<file path="src/rtl/fetch_unit.sv">
// Instruction fetch stage: one outstanding bus request at a time, and a small FIFO
// of {pc, instr} pairs that feeds decode through a valid/ready handshake.
module fetch_unit #(
  parameter logic [63:0] PC_RESET = 64'h8000_0000,
  parameter int          DEPTH    = 2
) (
  input  logic        clk,
  input  logic        reset,
  output logic        ireq_valid,
  output logic [63:0] ireq_addr,
  input  logic        iresp_data_ok,
  input  logic [31:0] iresp_data,
  input  logic        redirect_valid,
  input  logic [63:0] redirect_pc,
  output logic        out_valid,
  input  logic        out_ready,
  output logic [63:0] out_pc,
  output logic [31:0] out_raw_instr
);

  localparam int PTR_W = $clog2(DEPTH);
  localparam int CNT_W = PTR_W + 1;
  localparam logic [CNT_W-1:0] DEPTH_C = CNT_W'(DEPTH);

  typedef enum logic [1:0] {S_IDLE, S_WAIT, S_DROP} state_e;

  state_e                   state_q, state_d;
  logic [63:0]              fetch_pc_q, fetch_pc_d;
  logic [63:0]              pend_pc_q, pend_pc_d;
  logic [63:0]              req_addr_q, req_addr_d;
  logic [DEPTH-1:0][63:0]   pc_mem_q, pc_mem_d;
  logic [DEPTH-1:0][31:0]   instr_mem_q, instr_mem_d;
  logic [PTR_W-1:0]         head_q, head_d, tail_q, tail_d;
  logic [CNT_W-1:0]         count_q, count_d;

  logic        enq, deq;
  logic [63:0] redir_pc;

  assign redir_pc = {redirect_pc[63:2], 2'b00};

  // Request FSM. A redirect never issues in the same cycle, which keeps the
  // new PC one cycle away from the bus.
  always_comb begin
    state_d    = state_q;
    fetch_pc_d = fetch_pc_q;
    pend_pc_d  = pend_pc_q;
    req_addr_d = req_addr_q;
    enq        = 1'b0;
    case (state_q)
      S_IDLE: begin
        if (redirect_valid) begin
          fetch_pc_d = redir_pc;
        end else if (count_q < DEPTH_C) begin
          state_d    = S_WAIT;
          req_addr_d = fetch_pc_q;
        end
      end
      S_WAIT: begin
        if (redirect_valid) begin
          if (iresp_data_ok) begin
            fetch_pc_d = redir_pc;
            state_d    = S_IDLE;
          end else begin
            pend_pc_d = redir_pc;
            state_d   = S_DROP;
          end
        end else if (iresp_data_ok) begin
          enq        = 1'b1;
          fetch_pc_d = req_addr_q + 64'd4;
          state_d    = S_IDLE;
        end
      end
      S_DROP: begin
        if (redirect_valid) begin
          pend_pc_d = redir_pc;
          if (iresp_data_ok) begin
            fetch_pc_d = redir_pc;
            state_d    = S_IDLE;
          end
        end else if (iresp_data_ok) begin
          fetch_pc_d = pend_pc_q;
          state_d    = S_IDLE;
        end
      end
      default: state_d = S_IDLE;
    endcase
  end

  // FIFO. Issue is gated on count < DEPTH, so enq never sees a full FIFO.
  always_comb begin
    pc_mem_d    = pc_mem_q;
    instr_mem_d = instr_mem_q;
    head_d      = head_q;
    tail_d      = tail_q;
    count_d     = count_q;
    deq         = (count_q != '0) && out_ready && !redirect_valid;
    if (redirect_valid) begin
      head_d  = '0;
      tail_d  = '0;
      count_d = '0;
    end else begin
      if (enq) begin
        pc_mem_d[tail_q]    = req_addr_q;
        instr_mem_d[tail_q] = iresp_data;
        tail_d              = tail_q + PTR_W'(1);
      end
      if (deq) head_d = head_q + PTR_W'(1);
      count_d = count_q + CNT_W'(enq) - CNT_W'(deq);
    end
  end

  always_ff @(posedge clk) begin
    if (reset) begin
      state_q     <= S_IDLE;
      fetch_pc_q  <= PC_RESET;
      pend_pc_q   <= '0;
      req_addr_q  <= PC_RESET;
      pc_mem_q    <= '0;
      instr_mem_q <= '0;
      head_q      <= '0;
      tail_q      <= '0;
      count_q     <= '0;
    end else begin
      state_q     <= state_d;
      fetch_pc_q  <= fetch_pc_d;
      pend_pc_q   <= pend_pc_d;
      req_addr_q  <= req_addr_d;
      pc_mem_q    <= pc_mem_d;
      instr_mem_q <= instr_mem_d;
      head_q      <= head_d;
      tail_q      <= tail_d;
      count_q     <= count_d;
    end
  end

  assign ireq_valid    = (state_q != S_IDLE);
  assign ireq_addr     = req_addr_q;
  assign out_valid     = (count_q != '0);
  assign out_pc        = pc_mem_q[head_q];
  assign out_raw_instr = instr_mem_q[head_q];

endmodule

</file>
<file path="config.mk">
export PLATFORM = sky130hd
export DESIGN_NAME = fetch_unit
export DESIGN_NICKNAME = d
export VERILOG_FILES = /design/src/rtl/fetch_unit.sv
export SDC_FILE = /design/constraint.sdc
export NUM_CORES = 1
export LEC_CHECK = 0
export ABC_AREA = 1
export CAP_MARGIN = 25
export CORE_ASPECT_RATIO = 0.9
export CORE_UTILIZATION = 40
export CTS_BUF_LIST = sky130_fd_sc_hd__clkbuf_8
export DETAILED_ROUTE_END_ITERATION = 16
export SLEW_MARGIN = 10
export SYNTH_ARGS = -nofsm -noshare
export SYNTH_HDL_FRONTEND = slang
export SYNTH_SLANG_ARGS = --single-unit
export TNS_END_PERCENT = 5
</file>
<file path="constraint.sdc">
create_clock -name clk -period 5 [get_ports clk]
set_clock_uncertainty 0.1 [all_clocks]
set_input_delay 1 -clock clk [delete_from_list [all_inputs] [get_ports clk]]
set_output_delay 1 -clock clk [all_outputs]
set_load 0.01 [all_outputs]
</file>
======== Word-level counts from Yosys, hierarchy flattened ========
Cells that the tools add are included.
word-level totals
  register bits after elaboration ......... 390
  input port bits ......................... 101
  output and inout port bits .............. 162
  word-level logic and storage cells ...... 75
cells by class
  add/sub/neg operators ................... 5
  order comparisons ....................... 4
  eq/ne operators ......................... 10
  mux-type cells .......................... 29
  bitwise logic cells ..................... 1
  reductions and logical operators ........ 15
operators with widths
  cell                   number
  $mux 64                11
  $pmux 64 s3            1
  $bwmux 128             1
  $pmux 64 s2            1
  $mux 32                3
  $add 64x3->64 const B  1
  $bwmux 64              1
  $demux 64 s1           1
  $demux 32 s1           1
  $ne 2x2->1 const B     6
  $mux 2                 5
  $reduce_and 4->1       2
  $ne 3x3->1 const B     2
  $pmux 2 s3             1
  $reduce_bool 2->1      3
  $lt 1x2->1 const B     2
  $reduce_and 2->1       2
  $logic_and 1x1->1      3
  $mux 1                 3
  $reduce_and 3->1       1
  $reduce_bool 3->1      1
  $add 1x1->1 const B    2
  $add 2x1->2            1
  $eq 2x1->1 const B     1
  8 further kinds        8

======== Logic depth before layout (Yosys ltp) ========
  word-level depth ........................ 5
  gate-level depth with buffers ........... 14
  depth with buffers taken out ............ 14

======== Worst setup path after synthesis ========
OpenSTA, ideal clock, no wires.
  path type ............................... input -> register
  from .................................... input redirect_valid
  to ...................................... register count_q[1]
  setup time .............................. 0.070 ns
  arrival ................................. 2.490 ns
  data required time ...................... 4.830 ns
  path slack .............................. 2.341 ns
  stages .................................. 11
  buffers on the path ..................... 1
  cell sequence ........................... buf_2 > inv_2 > nand2_1 > nor2_1 > inv_2 > ha_1 > inv_1 > ha_1 > xnor2_1 > or2_2 > a21oi_1
between the ends
  longest elaborated chain between the ends .. 4
  elaborated cells between the ends (all ways) .. 7
  those cells by class .................... add/sub: 2; mux: 2; reduce/logical: 3
RTL lines
  element               RTL line  source
  from (decl)           13        input logic redirect_valid,
  $mux 1                59        if (redirect_valid) begin
  $mux 1                49        case (state_q)
  $add 2x1->2           108       count_d = count_q + CNT_W'(enq) - CNT_W'(deq);
  $sub 2x1->2           108
  to (signal assigned)  132       count_q <= count_d;
  to (decl)             34        logic [CNT_W-1:0] count_q, count_d;
Parallel ways exist; a longest one is shown, timed or not.
A chain may end at the register's enable or synchronous reset.

======== Worst setup path after layout ========
  from .................................... register head_q
  to ...................................... output out_pc[63]
between the ends
  longest elaborated chain between the ends .. 2
RTL lines
  element                                     RTL line  source
  from (decl)                                 33        logic [PTR_W-1:0] head_q, head_d, tail_q, tail_d;
  from (signal assigned)                      120       head_q <= '0;
  from (signal assigned)                      130       head_q <= head_d;
  $mux 64 (implied by the code) (2 in a row)  139       assign out_pc = pc_mem_q[head_q];
  to (decl)                                   17        output logic [63:0] out_pc,
No other way between the ends. The select of a mux whose other input is x is not followed.

==> summary.md <==
| Metric | Value |
|---|---|
| Crit path kind | reg -> out |
| Cell area after placement | 21700 µm² |
| Leakage | 0.00871 µW |
| CTS Hold Bufs | 0 |
| Setup TNS | 0 ps |
| First drt pass iteration count | 6 |
| Vias per Instance | 5.39 |
| Worst endpoint required time | 3900 ps |
| Die Wd | 231 µm |
| I/O pins | 263 |
| Crit path arrival time | 2720 ps |
| Worst-Margin Slew | between 900 and 1000 ps |
| Non-filler cells, final | about 3600 |
| Synth Cell Area | 18800 µm² |
| Worst min path class | reg -> reg |
| Setup crit start kind | register |
| Iteration-0 DRC Markers | between 1500 and 2000 |
| Hold Crit Depth | 2 |
| Row cnt | between 70 and 80 |
| CTS tree | built |
| Core area | 46500 µm² |
| Final setup vio count | 0 |
| Antenna Nets Post-Route | 0 |
| Count of state elements after synthesis | a little under 400 |
| Routed wire per std cell | 18.8 µm |
| Commonest cells after routing, fill and taps aside | 507 x nand2_1, 484 x o21ai_0, 438 x a21oi_1, 388 x dfxtp_1, 358 x inv_1 |
| Post-route minimum period | about 3800 ps |
| Clock Sinks | 388 |
| Die height | 208 µm |
| Fmax | 0.262 GHz |
| Syn avg cell area | a little under 7 µm² |
| Clock-pin slew of the registers on the worst-case setup and hold paths | roughly 60 ps |
| Max-slew violation count | 0 |
| H-tree levels | 3 |
| Ys Warns | 0 |
| Worst-path maximum fanout | 84 |
| Yosys cell types | 38 |
| Root buffer cell | clkbuf_8 |
| Number of post-CTS setup repair buffers | 0 |
| RSZ-0062 raised after global routing | false |
| Rel. slew slack | roughly a third |
| Final Hold Fails | 0 |
| Worst-Skew Late Latency | 660 ps |
| Post-Syn Instances | approximately 2800 |
| # DRC | 0 |
| Peak VDD IR | 0.204 mV |
| Final period util | around three quarters |
| Post-CTS sizing | 0 |
| Starting Density | around two fifths |
| Most common cell after layout, fill and taps aside | nand2_1 |
| Port-buffer cells | 260 |
| Final #Nets | 3079 |
| Total power | 7240 µW |
| Overflow after GRT | 0 |
| Sequential area share after synthesis | 41.2% |
| First-pass GRT wire length | 103 mm |
| Fill cells | 4766 |
| Max Cap Viol | 0 |
| Largest net degree at the start of global routing | 179 |
| Longest Clk Path Bufs | 3 |
| R2R depth | 12 |
| Die area | 48000 µm² |
| Grt met1 use | 39.7% |
| Met3 Track Usage GR | 5.00% |
| Vias | 19600 |
| Vias in the first global route | between 15000 and 20000 |
| GRT busiest layer | met2 |
| Power Dens Cells | 314 nW/µm² |
| Outcome | finished clean |
| Crit end category | primary output |
| Cell area after layout | between 20000 and 25000 µm² |
| TritonCTS Buffers | 70 |
| GPL Wtd Cong | 0.943 |
| Proportion of layout cells with a drive suffix above 1 | 5.67% |
| Synthesis-to-layout area growth | 22.3% |
| Post-DP HPWL | 46.2 mm |
| Met2 GRT Util | 41.1% |
| Global Route Usage Sum | 27.7% |
| Syn_nets | a little under 3000 |
| Antenna violations before repair | 1 |
| Placed insts | 3512 |
| Routed WL | 68.3 mm |
==> state kept, by name (all words and copies together) (netlist names) <==
signal	flops
instr_mem_q	64
state_q	2
count_q	2
ireq_addr	64
pc_mem_q	128
pend_pc_q	62
fetch_pc_q	64
head_q	1
tail_q	1
==> worst max-delay path: stages (launching register included) <==
cell and delay [ps]:
dfxtp_1 320, inv_4 540, buf_12 370, nand2_1 70, o21ai_0 90, clkdlybuf4s50_1 640
==> Yosys cell counts, drive strengths merged <==
library cell  instances  share of area, %
o211ai               11              0.44
nand3b                1             0.040
a31oi                 3              0.10
xnor2                 1             0.047
nand4                 8              0.27
clkbuf              127               2.5
o311ai                1             0.047
nor2                218               4.7
o221ai               30               1.4
inv                 338               6.7
nand2               520                11
nor3                  4              0.11
a211oi                3              0.12
clkinv                3             0.060
dfxtp               388                41
o31ai                 2             0.080
a221oi               22               1.0
o2111ai               1             0.047
ha                    8              0.53
or2                   2             0.066
and2                  1             0.033
a21oi               443                12
nand3                75               2.0
xor2                  8              0.37
o21ai               517                14
o22ai                 3              0.10
buf                  63               1.7
==> cells by family (layout without fill, tap and decap cells) <==
| kind of cell | after synthesis | in the layout | synth area share, % |
|---|---|---|---|
| other | 0 | 1 | 0 |
| buffers and inverters | 531 | 747 | 11.0 |
| adder cells (fa/ha/maj) | 8 | 8 | 0.532 |
| AO/OA/AOI/OAI | 1036 | 1036 | 29.0 |
| flip-flops | 388 | 388 | 41.2 |
| XOR/XNOR | 9 | 9 | 0.419 |
| AND/OR/NAND/NOR | 829 | 829 | 17.9 |
==> metal layers <==
| layer | share of wire (%) | wire length [µm] |
|---|---|---|
| met5 | 0 | 0 |
| met4 | 3.1 | 2110 |
| met3 | 7.6 | 5190 |
| met2 | 43 | 29500 |
| met1 | 46 | 31400 |
==> final cells by class <==
cell class | count | area (µm²) | share of cell area [%]
Multi-Input combinational cell | 1882 | 9030 | 39.2
Sequential cell | 388 | 7770 | 33.7
Timing Repair Buffer | 287 | 2890 | 12.6
Inverter | 341 | 1290 | 5.59
Clock buffer | 80 | 1100 | 4.78
Tap cell | 616 | 771 | 3.35
Clock inverter | 39 | 184 | 0.799
Antenna cell | 1 | 2.50 | 0.0109
==> final timing paths <==
check | endpoint | slack, ps | start
hold / removal | instr_mem_q[51] | 350 | instr_mem_q[51]
setup reg to reg | fetch_pc_q[26] | 1370 | state_q[0]
hold reg to reg | instr_mem_q[51] | 350 | instr_mem_q[51]
setup / recovery | out_pc[63] | 1180 | head_q
==> per-stage QoR <==
step	hold slack, ps	util (%)	setup slack [ps]
after floorplan	324	-	2340
after global placement	332	46.6	992
after detailed placement	338	46.6	958
after CTS	348	49.4	1100
after global routing	363	49.5	954
final	346	49.5	1180
==> report_power, final <==
group | total (µW) | internal (µW) | switching [µW] | leakage, µW
Clock | 2810 | 1460 | 1350 | 0.000774
Combinational | 1040 | 402 | 637 | 0.00478
Sequential | 3390 | 3250 | 138 | 0.00316
No activity file was read; power rests on OpenSTA's default activity.
